$ cat src/rtl/counter_ctrl_updown_if.sv
// Control/status bundle between the counter sequencer and whatever drives it.
// The master side (board glue or a testbench) drives the run/pause/load controls
// and the preload switches. The slave side (the sequencer) returns the count and status.
interface counter_ctrl_updown_if #(
    parameter int N = 10
);
    logic         start;
    logic         stop;
    logic         load;
    logic         up_down;
    logic [N-1:0] switches;
    logic [N-1:0] count;
    logic         tick;
    logic         running;
    logic         at_limit;

    modport master (
        output start, stop, load, up_down, switches,
        input  count, tick, running, at_limit
    );

    modport slave (
        input  start, stop, load, up_down, switches,
        output count, tick, running, at_limit
    );
endinterface

$ cat src/rtl/counter_ctrl_updown.sv
// Up/down counter sequencer for the BCD display chain.
// A prescaler divides clk down to a count tick. The count feeds the 7-segment decoder.
// Control is IDLE/RUN/PAUSE with load > stop > start priority.
// Optional macro CNT_WRAP_EN makes the count wrap at its limits.
// When the macro is not defined, the count saturates at its limits.
module counter_ctrl_updown #(
    parameter int N         = 10,
    parameter int MAX_COUNT = 999,
    parameter int DIV       = 50_000_000,
    parameter int DIV_W     = 26
) (
    input  logic                   clk,
    input  logic                   rst,
    counter_ctrl_updown_if.slave   bus
);

    typedef enum logic [1:0] {
        ST_IDLE  = 2'd0,
        ST_RUN   = 2'd1,
        ST_PAUSE = 2'd2
    } state_t;

    localparam logic [N-1:0]     MAX_VAL    = N'(MAX_COUNT);
    localparam logic [DIV_W-1:0] PRESC_LAST = DIV_W'(DIV - 1);

    state_t           state;
    state_t           state_next;
    logic [DIV_W-1:0] presc;
    logic [N-1:0]     count_q;
    logic             tick_q;
    logic [N-1:0]     load_val;
    logic [N-1:0]     step_val;
    logic             terminal;

    // A step happens on the last prescaler cycle of a RUN period, unless a load pre-empts it.
    assign terminal = (state == ST_RUN) && (presc == PRESC_LAST) && !bus.load;

    // Preload value is clamped so the count can never leave its legal range.
    always_comb begin
        load_val = bus.switches;
        if (bus.switches > MAX_VAL) begin
            load_val = MAX_VAL;
        end
    end

    // Next count value for a step, including the behaviour at either limit.
    always_comb begin
        step_val = count_q;
        if (bus.up_down) begin
            if (count_q == MAX_VAL) begin
`ifdef CNT_WRAP_EN
                step_val = '0;
`else
                step_val = MAX_VAL;
`endif
            end else begin
                step_val = count_q + N'(1);
            end
        end else begin
            if (count_q == '0) begin
`ifdef CNT_WRAP_EN
                step_val = MAX_VAL;
`else
                step_val = '0;
`endif
            end else begin
                step_val = count_q - N'(1);
            end
        end
    end

    // State register.
    always_ff @(posedge clk) begin
        if (rst) begin
            state <= ST_IDLE;
        end else begin
            state <= state_next;
        end
    end

    // Next-state logic: load forces PAUSE, stop beats start, start only leaves IDLE/PAUSE.
    always_comb begin
        state_next = state;
        if (bus.load) begin
            state_next = ST_PAUSE;
        end else begin
            case (state)
                ST_RUN: begin
                    if (bus.stop) begin
                        state_next = ST_PAUSE;
                    end
                end
                ST_IDLE, ST_PAUSE: begin
                    if (bus.start && !bus.stop) begin
                        state_next = ST_RUN;
                    end
                end
                default: state_next = ST_IDLE;
            endcase
        end
    end

    // FSM outputs.
    always_comb begin
        bus.running = (state == ST_RUN);
    end

    // Prescaler, count and tick. Every RUN cycle advances the prescaler, including one
    // that samples stop. PAUSE keeps the prescaler phase so that a resume continues it.
    always_ff @(posedge clk) begin
        if (rst) begin
            presc   <= '0;
            count_q <= '0;
            tick_q  <= 1'b0;
        end else if (bus.load) begin
            presc   <= '0;
            count_q <= load_val;
            tick_q  <= 1'b0;
        end else begin
            tick_q <= 1'b0;
            case (state)
                ST_RUN: begin
                    if (terminal) begin
                        presc   <= '0;
                        count_q <= step_val;
                        tick_q  <= 1'b1;
                    end else begin
                        presc <= presc + DIV_W'(1);
                    end
                end
                ST_PAUSE: presc <= presc;
                default:  presc <= '0;
            endcase
        end
    end

    assign bus.count    = count_q;
    assign bus.tick     = tick_q;
    assign bus.at_limit = (bus.up_down && (count_q == MAX_VAL)) ||
                          (!bus.up_down && (count_q == '0));

endmodule

$ cat src/flat_wrapper.sv
// flat-port wrapper written by rule: the top's interface ports become plain ports
module counter_ctrl_updown_flat 
#(
    parameter int N         = 10,
    parameter int MAX_COUNT = 999,
    parameter int DIV       = 50_000_000,
    parameter int DIV_W     = 26
)
  (clk, rst, bus_start, bus_stop, bus_load, bus_up_down, bus_switches, bus_count, bus_tick, bus_running, bus_at_limit);
  counter_ctrl_updown_if #(.N(N)) bus_i ();
  input  logic clk;
  input  logic rst;
  input wire logic [$bits(bus_i.start)-1:0] bus_start;
  input wire logic [$bits(bus_i.stop)-1:0] bus_stop;
  input wire logic [$bits(bus_i.load)-1:0] bus_load;
  input wire logic [$bits(bus_i.up_down)-1:0] bus_up_down;
  input wire logic [$bits(bus_i.switches)-1:0] bus_switches;
  output wire logic [$bits(bus_i.count)-1:0] bus_count;
  output wire logic [$bits(bus_i.tick)-1:0] bus_tick;
  output wire logic [$bits(bus_i.running)-1:0] bus_running;
  output wire logic [$bits(bus_i.at_limit)-1:0] bus_at_limit;
  assign bus_i.start = bus_start;
  assign bus_i.stop = bus_stop;
  assign bus_i.load = bus_load;
  assign bus_i.up_down = bus_up_down;
  assign bus_i.switches = bus_switches;
  assign bus_count = bus_i.count;
  assign bus_tick = bus_i.tick;
  assign bus_running = bus_i.running;
  assign bus_at_limit = bus_i.at_limit;
  counter_ctrl_updown #(.N(N), .MAX_COUNT(MAX_COUNT), .DIV(DIV), .DIV_W(DIV_W)) u_core (.clk(clk), .rst(rst), .bus(bus_i));
endmodule
$ cat config.mk
export PLATFORM = sky130hd
export DESIGN_NAME = counter_ctrl_updown_flat
export DESIGN_NICKNAME = d
export VERILOG_FILES = /design/src/rtl/counter_ctrl_updown_if.sv /design/src/rtl/counter_ctrl_updown.sv /design/src/flat_wrapper.sv
export SDC_FILE = /design/constraint.sdc
export NUM_CORES = 1
export LEC_CHECK = 0
export ABC_AREA = 1
export CAP_MARGIN = 10
export CORE_AREA = 2 2 78 80
export DETAILED_ROUTE_END_ITERATION = 12
export DIE_AREA = 0 0 80 82
export PLACE_DENSITY = 0.8
export SETUP_SLACK_MARGIN = 0.5
export SYNTH_ARGS = -nofsm -noshare
export SYNTH_HDL_FRONTEND = slang
export SYNTH_SLANG_ARGS = --single-unit
$ cat constraint.sdc
create_clock -name clk -period 3.4 [get_ports clk]
set_clock_uncertainty 0.15 [all_clocks]
set_input_delay 0.51 -clock clk [delete_from_list [all_inputs] [get_ports clk]]
set_output_delay 0.51 -clock clk [all_outputs]
set_load 0.005 [all_outputs]
==> impl_metrics.env, run 1 <==
export IMPL_status="finished clean"
export IMPL_hold_buffers=0
export IMPL_dieArea_mm2=0.00656
export IMPL_die_h_um=82
export IMPL_crit_slowest_cell="clkdlybuf4s50_1"
export IMPL_fin_nets=540
export IMPL_r2r_cells=10
export IMPL_grt_usage=0.253
export IMPL_finalPower_w=0.000961
export IMPL_area_sequential_um2=783
export IMPL_clock_power_share=0.340
export IMPL_final_common_cell="nand2_1"
export IMPL_yosys_warnings=0
export IMPL_num_fill_cells=611
export IMPL_antenna_cells=0
export IMPL_drt_total_wl_mm=7.88
export IMPL_hp_start="u_core.presc[25]"
export IMPL_fp_dieW_um=80
export IMPL_min_period_over_period=0.822
export IMPL_synthesis_nets=516
export IMPL_gp_congestion=1.03
export IMPL_cts_buffer_depth=2
export IMPL_reg2reg_slack_ns=1.11
export IMPL_grt_pass1_wl_mm=13.0
export IMPL_layout_common_cells="nand2_1 (153), nor2_1 (100), inv_1 (47), nand3_1 (40), dfxtp_1 (37)"
export IMPL_slew_headroom=0.537
export IMPL_cp_max_fo=6
export IMPL_portBuffers=28
export IMPL_ys_seq_elements=39
export IMPL_power_density_mw_per_mm2=292
export IMPL_power_frac_comb=0.157
export IMPL_cap_violations=0
export IMPL_final_instance_count_excl_fill=596
export IMPL_ios=29
export IMPL_slew_violations=0
export IMPL_p_int_w=0.000688
export IMPL_clock_latency_ns=0.30
export IMPL_initial_utilization=0.498
export IMPL_syn_cell_area_mm2=0.00286
export IMPL_critPathMaxStageDelay_ns=0.53
export IMPL_drt_iter0_drc=311
export IMPL_placed_area_mm2=0.00320
export IMPL_cp_required_ns=2.74
export IMPL_hold_viol_final=0
export IMPL_switching_power_w=0.000273
export IMPL_path_class="reg2out"
export IMPL_swShare=0.284
export IMPL_p_seq_frac=0.503
export IMPL_route_detailed_drc=0
export IMPL_clkTransAtPathRegs_ns=0.08
export IMPL_r2r_start="u_core.presc[0]"
export IMPL_hp_class="reg2reg"
export IMPL_min_path_cells=2
export IMPL_cp_arrival_ns=2.14
export IMPL_setup_tns_ns=0
export IMPL_finalWorstPathRequiredPeriod_ns=2.80
export IMPL_htree_levels=2
export IMPL_finalSetupViolations=0
export IMPL_cts_setup_buffers=0
export IMPL_fin_util=0.573
export IMPL_synth_area_per_cell_um2=5.76
export IMPL_worstPathCellList="ha_1 > nand2_1 > nor2_1 > nand4_1 > o21ai_2 > clkdlybuf4s50_1"
export IMPL_rows=28
export IMPL_worst_pin_slew_ns=0.694
export IMPL_area_delta_synth_final_pct=15.0
export IMPL_synth_edf_count=0
export IMPL_avgViaCountPerCell=5.26
export IMPL_dpl_hpwl_mm=6.01
export IMPL_hold_end="u_core.presc[25]"
export IMPL_grt_overflow=0
export IMPL_multi_input_area_mm2=0.00184
export IMPL_grt_setup_unrepaired="false"
export IMPL_async_flop_share=0
export IMPL_core_mm2=0.00575
export IMPL_cp_start_kind="register"
export IMPL_ant_nets=0
export IMPL_yosysSeqAreaShare=0.273
export IMPL_grt_start_max_net_pins=22
export IMPL_numClockSinks=39
export IMPL_p_leak_nw=1.31
export IMPL_timing_rr_end="u_core.presc[7]"
export IMPL_layout_drive_gt1_share=0.0787
export IMPL_placedCellCount=589
export IMPL_cts_root_buf="clkbuf_8"
export IMPL_cts_buffers=5
export IMPL_cp_end_kind="output pin"
export IMPL_ir_drop_v=0.000247
export IMPL_via_count=3137
export IMPL_grt_pass1_vias=2701
export IMPL_fmax_mhz=358
export IMPL_antenna_found_initial=0
export IMPL_wl_per_cell_um=13.2
export IMPL_first_pass_iters=5
export IMPL_cts_tree="done"
export IMPL_syn_inst=497
export IMPL_final_area_mm2=0.00329
export IMPL_ys_flop_type="dfxtp_1"
export IMPL_ys_types=35
-- power by group through the flow --
stage                     Clock [W]  Sequential [W]  Combinational, W
after global routing       0.000348        0.000485          0.000168
after global placement            0        0.000493          0.000147
after floorplan                   0        0.000485         0.0000938
after CTS                  0.000331        0.000482          0.000149
after detailed placement          0        0.000493          0.000149
final                      0.000327        0.000483          0.000151
-- logic make-up (layout without fill, tap and decap cells) --
logic type | count (synthesis) | in the layout | synth area share
compound gates | 54 | 54 | 0.107
xor+xnor | 6 | 6 | 0.0184
fa+ha+maj | 3 | 3 | 0.0131
buf+inv | 63 | 87 | 0.0874
flops | 39 | 39 | 0.273
simple gates | 332 | 332 | 0.502
-- through the flow --
| step | setup WS, ns | hold slack, ns |
|---|---|---|
| detailed placement | 0.793 | 0.327 |
| finish | 0.605 | 0.338 |
| floorplan | 1.58 | 0.309 |
| CTS | 0.520 | 0.339 |
| global route | 0.514 | 0.361 |
| global placement | 0.834 | 0.316 |
-- critical path: cells and delay by family (launching register included) --
family	cells	cell delay, ns
AO/OA/AOI/OAI	1	0.15
flip-flops	1	0.44
buffers and inverters	1	0.53
adder cells (fa/ha/maj)	1	0.25
AND/OR/NAND/NOR	3	0.48
-- registers in the layout, indices dropped and copies added, names as in the netlist --
register	count
u_core.state	2
u_core.bus.count	10
u_core.presc	26
u_core.bus.tick	1
-- cell usage after synthesis (8+ instances only) --
cell type,count,area [um2]
or2_2,8,50.1
dfxtp_1,39,781
clkbuf_1,8,30.0
nor2_1,100,375
nand2_1,154,578
inv_1,47,176
a21oi_1,26,130
nand4_1,12,75.1
o21ai_0,14,70.1
nand3_1,40,200
-- timing repair --
item	in CTS	in global routing
resized for setup	0	4
setup endpoints to repair	0	1
endpoints found under the hold margin	0	0
-- per-layer routing --
metal | part of all wire | wire length (um) | vias up | track usage
li1 | - | - | 1623 | -
met1 | 0.50 | 3950 | 1380 | 0.390
met2 | 0.41 | 3220 | 122 | 0.371
met3 | 0.078 | 613 | 12 | 0.0352
met4 | 0.013 | 99 | 0 | 0.0525
met5 | 0 | 0 | - | 0
-- cell type report --
class / instances / area share
multi-input cells: 395 / 0.558
flip-flops and latches: 39 / 0.238
repair buffers: 32 / 0.0943
inverters: 48 / 0.0548
well taps: 75 / 0.0285
clock buffers: 6 / 0.0251
clock inverters: 1 / 0.00152
-- worst max-delay path by stage --
| stage | start | end | slack [ns] | cells past startpoint |
|---|---|---|---|---|
| CTS | u_core.bus.count[0] | bus_at_limit | 0.52 | 7 |
| finish | u_core.bus.count[1] | bus_at_limit | 0.60 | 6 |
| global route | u_core.bus.count[1] | bus_at_limit | 0.51 | 6 |
| floorplan | u_core.bus.count[0] | bus_at_limit | 1.58 | 6 |
| detailed placement | bus_load | u_core.presc[1] | 0.79 | 7 |
| global placement | u_core.bus.count[0] | bus_at_limit | 0.83 | 7 |
Note: power is estimated with default switching activity, not from simulation.
==> run 2, diff against run 1 <==
--- a/config.mk
+++ b/config.mk
@@ -10,7 +10,7 @@
 export CORE_AREA = 2 2 78 80
 export DETAILED_ROUTE_END_ITERATION = 12
 export DIE_AREA = 0 0 80 82
-export PLACE_DENSITY = 0.8
+export PLACE_DENSITY = 0.83
 export SETUP_SLACK_MARGIN = 0.5
 export SYNTH_ARGS = -nofsm -noshare
 export SYNTH_HDL_FRONTEND = slang
==> constraint.sdc (replaced) <==
create_clock -name clk -period 2.48 [get_ports clk]
set_clock_uncertainty 0.15 [all_clocks]
set_input_delay 0.372 -clock clk [delete_from_list [all_inputs] [get_ports clk]]
set_output_delay 0.372 -clock clk [all_outputs]
set_load 0.005 [all_outputs]
==> run 2 against run 1 <==
Against the previous run: combinational power up 59%; via count up 3.8%; die area unchanged; largest power group unchanged; final cell count up 2.3%; count of clock-buffer cells in the layout unchanged; non-clock buffer count up 13; highest routed layer unchanged; critical path depth unchanged.
==> impl_metrics.env, run 2 (synthesis results as in run 1) <==
export IMPL_slew_violations=0
export IMPL_cp_end_kind="output pin"
export IMPL_cts_root_buf="clkbuf_8"
export IMPL_grt_usage=0.266
export IMPL_p_seq_frac=0.492
export IMPL_layout_drive_gt1_share=0.135
export IMPL_status="finished clean"
export IMPL_min_path_cells=2
export IMPL_ir_drop_v=0.000243
export IMPL_antenna_found_initial=0
export IMPL_grt_start_max_net_pins=27
export IMPL_final_common_cell="nand2_1"
export IMPL_first_pass_iters=5
export IMPL_cp_max_fo=6
export IMPL_finalWorstPathRequiredPeriod_ns=1.99
export IMPL_grt_pass1_vias=2905
export IMPL_power_frac_comb=0.178
export IMPL_clkTransAtPathRegs_ns=0.08
export IMPL_num_fill_cells=547
export IMPL_layout_common_cells="nand2_1 (152), nor2_1 (95), inv_1 (45), nand3_1 (40), dfxtp_1 (30)"
export IMPL_wl_per_cell_um=13.7
export IMPL_largest_register_ff_count=26
export IMPL_cts_buffers=5
export IMPL_path_class="reg2out"
export IMPL_initial_utilization=0.498
export IMPL_drt_total_wl_mm=8.33
export IMPL_antenna_cells=0
export IMPL_cp_required_ns=1.96
export IMPL_die_h_um=82
export IMPL_fin_nets=553
export IMPL_cts_tree="done"
export IMPL_power_density_mw_per_mm2=387
export IMPL_setup_slack_ns=0.491
export IMPL_portBuffers=28
export IMPL_clock_power_share=0.330
export IMPL_met3WireLength_um=560
export IMPL_switching_power_w=0.000405
export IMPL_placedCellCount=596
export IMPL_drt_iter0_drc=337
export IMPL_grt_pass1_wl_mm=13.8
export IMPL_ios=29
export IMPL_area_delta_synth_final_pct=21.5
export IMPL_fp_dieW_um=80
export IMPL_ant_nets=0
export IMPL_cts_buffer_depth=2
export IMPL_hold_viol_final=0
export IMPL_route_detailed_drc=0
export IMPL_met1Wirelength_mm=3.80
export IMPL_gp_congestion=0.998
export IMPL_dpl_worst_slack_ns=0.222
export IMPL_swShare=0.301
export IMPL_fin_util=0.605
export IMPL_p_leak_nw=1.40
export IMPL_p_int_w=0.000941
export IMPL_dieArea_mm2=0.00656
export IMPL_hp_class="reg2reg"
export IMPL_numClockSinks=39
export IMPL_grt_overflow=0
export IMPL_grt_setup_unrepaired="true"
export IMPL_core_mm2=0.00575
export IMPL_clock_latency_ns=0.30
export IMPL_cap_violations=0
export IMPL_setup_tns_ns=0
export IMPL_rows=28
export IMPL_slew_headroom=0.734
export IMPL_wl_met2_mm=3.85
export IMPL_via_count=3255
export IMPL_min_period_over_period=0.802
export IMPL_dpl_hpwl_mm=6.06
export IMPL_hold_slack_ns=0.340
export IMPL_r2r_cells=10
export IMPL_cp_arrival_ns=1.47
export IMPL_worst_pin_slew_ns=0.399
export IMPL_htree_levels=2
export IMPL_avgViaCountPerCell=5.34
export IMPL_cp_start_kind="register"
export IMPL_top_layer_used="met4"
export IMPL_finalSetupViolations=0
export IMPL_final_instance_count_excl_fill=610
export IMPL_regMostFlops="u_core.presc"
export IMPL_fmax_mhz=503
-- run 2: changes by cell type in the layout (fill, tap and decap cells not counted), sizes merged --
cell and change:
clkinvlp +1, clkdlybuf4s50 -1, buf +14
-- run 2: area by class of cell --
class / instances / area (um2) / area share
Sequential cell: 39 / 800 / 0.230
Tap cell: 75 / 93.8 / 0.0270
Clock buffer: 6 / 72.6 / 0.0209
Multi-Input combinational cell: 395 / 1910 / 0.549
Clock inverter: 2 / 12.5 / 0.00360
Inverter: 48 / 183 / 0.0526
Timing Repair Buffer: 45 / 407 / 0.117
-- run 2: power groups by stage --
stage	Clock (W)	Sequential, W	Combinational, W
6_report	0.000445	0.000662	0.000240
5_1_grt	0.000471	0.000664	0.000265
4_1_cts	0.000447	0.000659	0.000225
3_5_place_dp	0	0.000672	0.000215
3_3_place_gp	0	0.000671	0.000214
2_1_floorplan	0	0.000665	0.000129
-- run 2: final timing paths --
path,from,end,slack (ns)
setup / recovery,u_core.bus.count[0],bus_at_limit,0.49
hold / removal,u_core.presc[25],u_core.presc[25],0.34
setup reg to reg,u_core.presc[0],u_core.presc[18],0.59
hold reg to reg,u_core.presc[25],u_core.presc[25],0.34
-- run 2: timing repair --
| action | 4_1_cts | 5_1_grt |
|---|---|---|
| endpoints found under the setup margin | 17 | 17 |
| hold buffers | 0 | 0 |
| resized for setup | 19 | 19 |
| setup buffers | 3 | 3 |
| pin swaps | 4 | 8 |
-- run 2: critical path, cell delays in order, from the launching register on --
cell,delay [ns]
dfxtp_4,0.40
ha_4,0.14
nand2_1,0.08
nor2_2,0.12
nand4_1,0.16
o21ai_2,0.12
buf_2,0.14
-- run 2: per-layer routing --
| metal | GRT usage | vias to the layer above |
|---|---|---|
| li1 | - | 1649 |
| met1 | 0.365 | 1469 |
| met2 | 0.435 | 125 |
| met3 | 0.0505 | 12 |
| met4 | 0.0610 | 0 |
| met5 | 0 | - |
-- run 2: through the flow --
step / power, W / instance area, um2
after floorplan: 0.000793 / 2860
after global placement: 0.000884 / 3250
final: 0.00135 / 3480
after CTS: 0.00133 / 3400
after detailed placement: 0.000887 / 3250
after global routing: 0.00140 / 3480
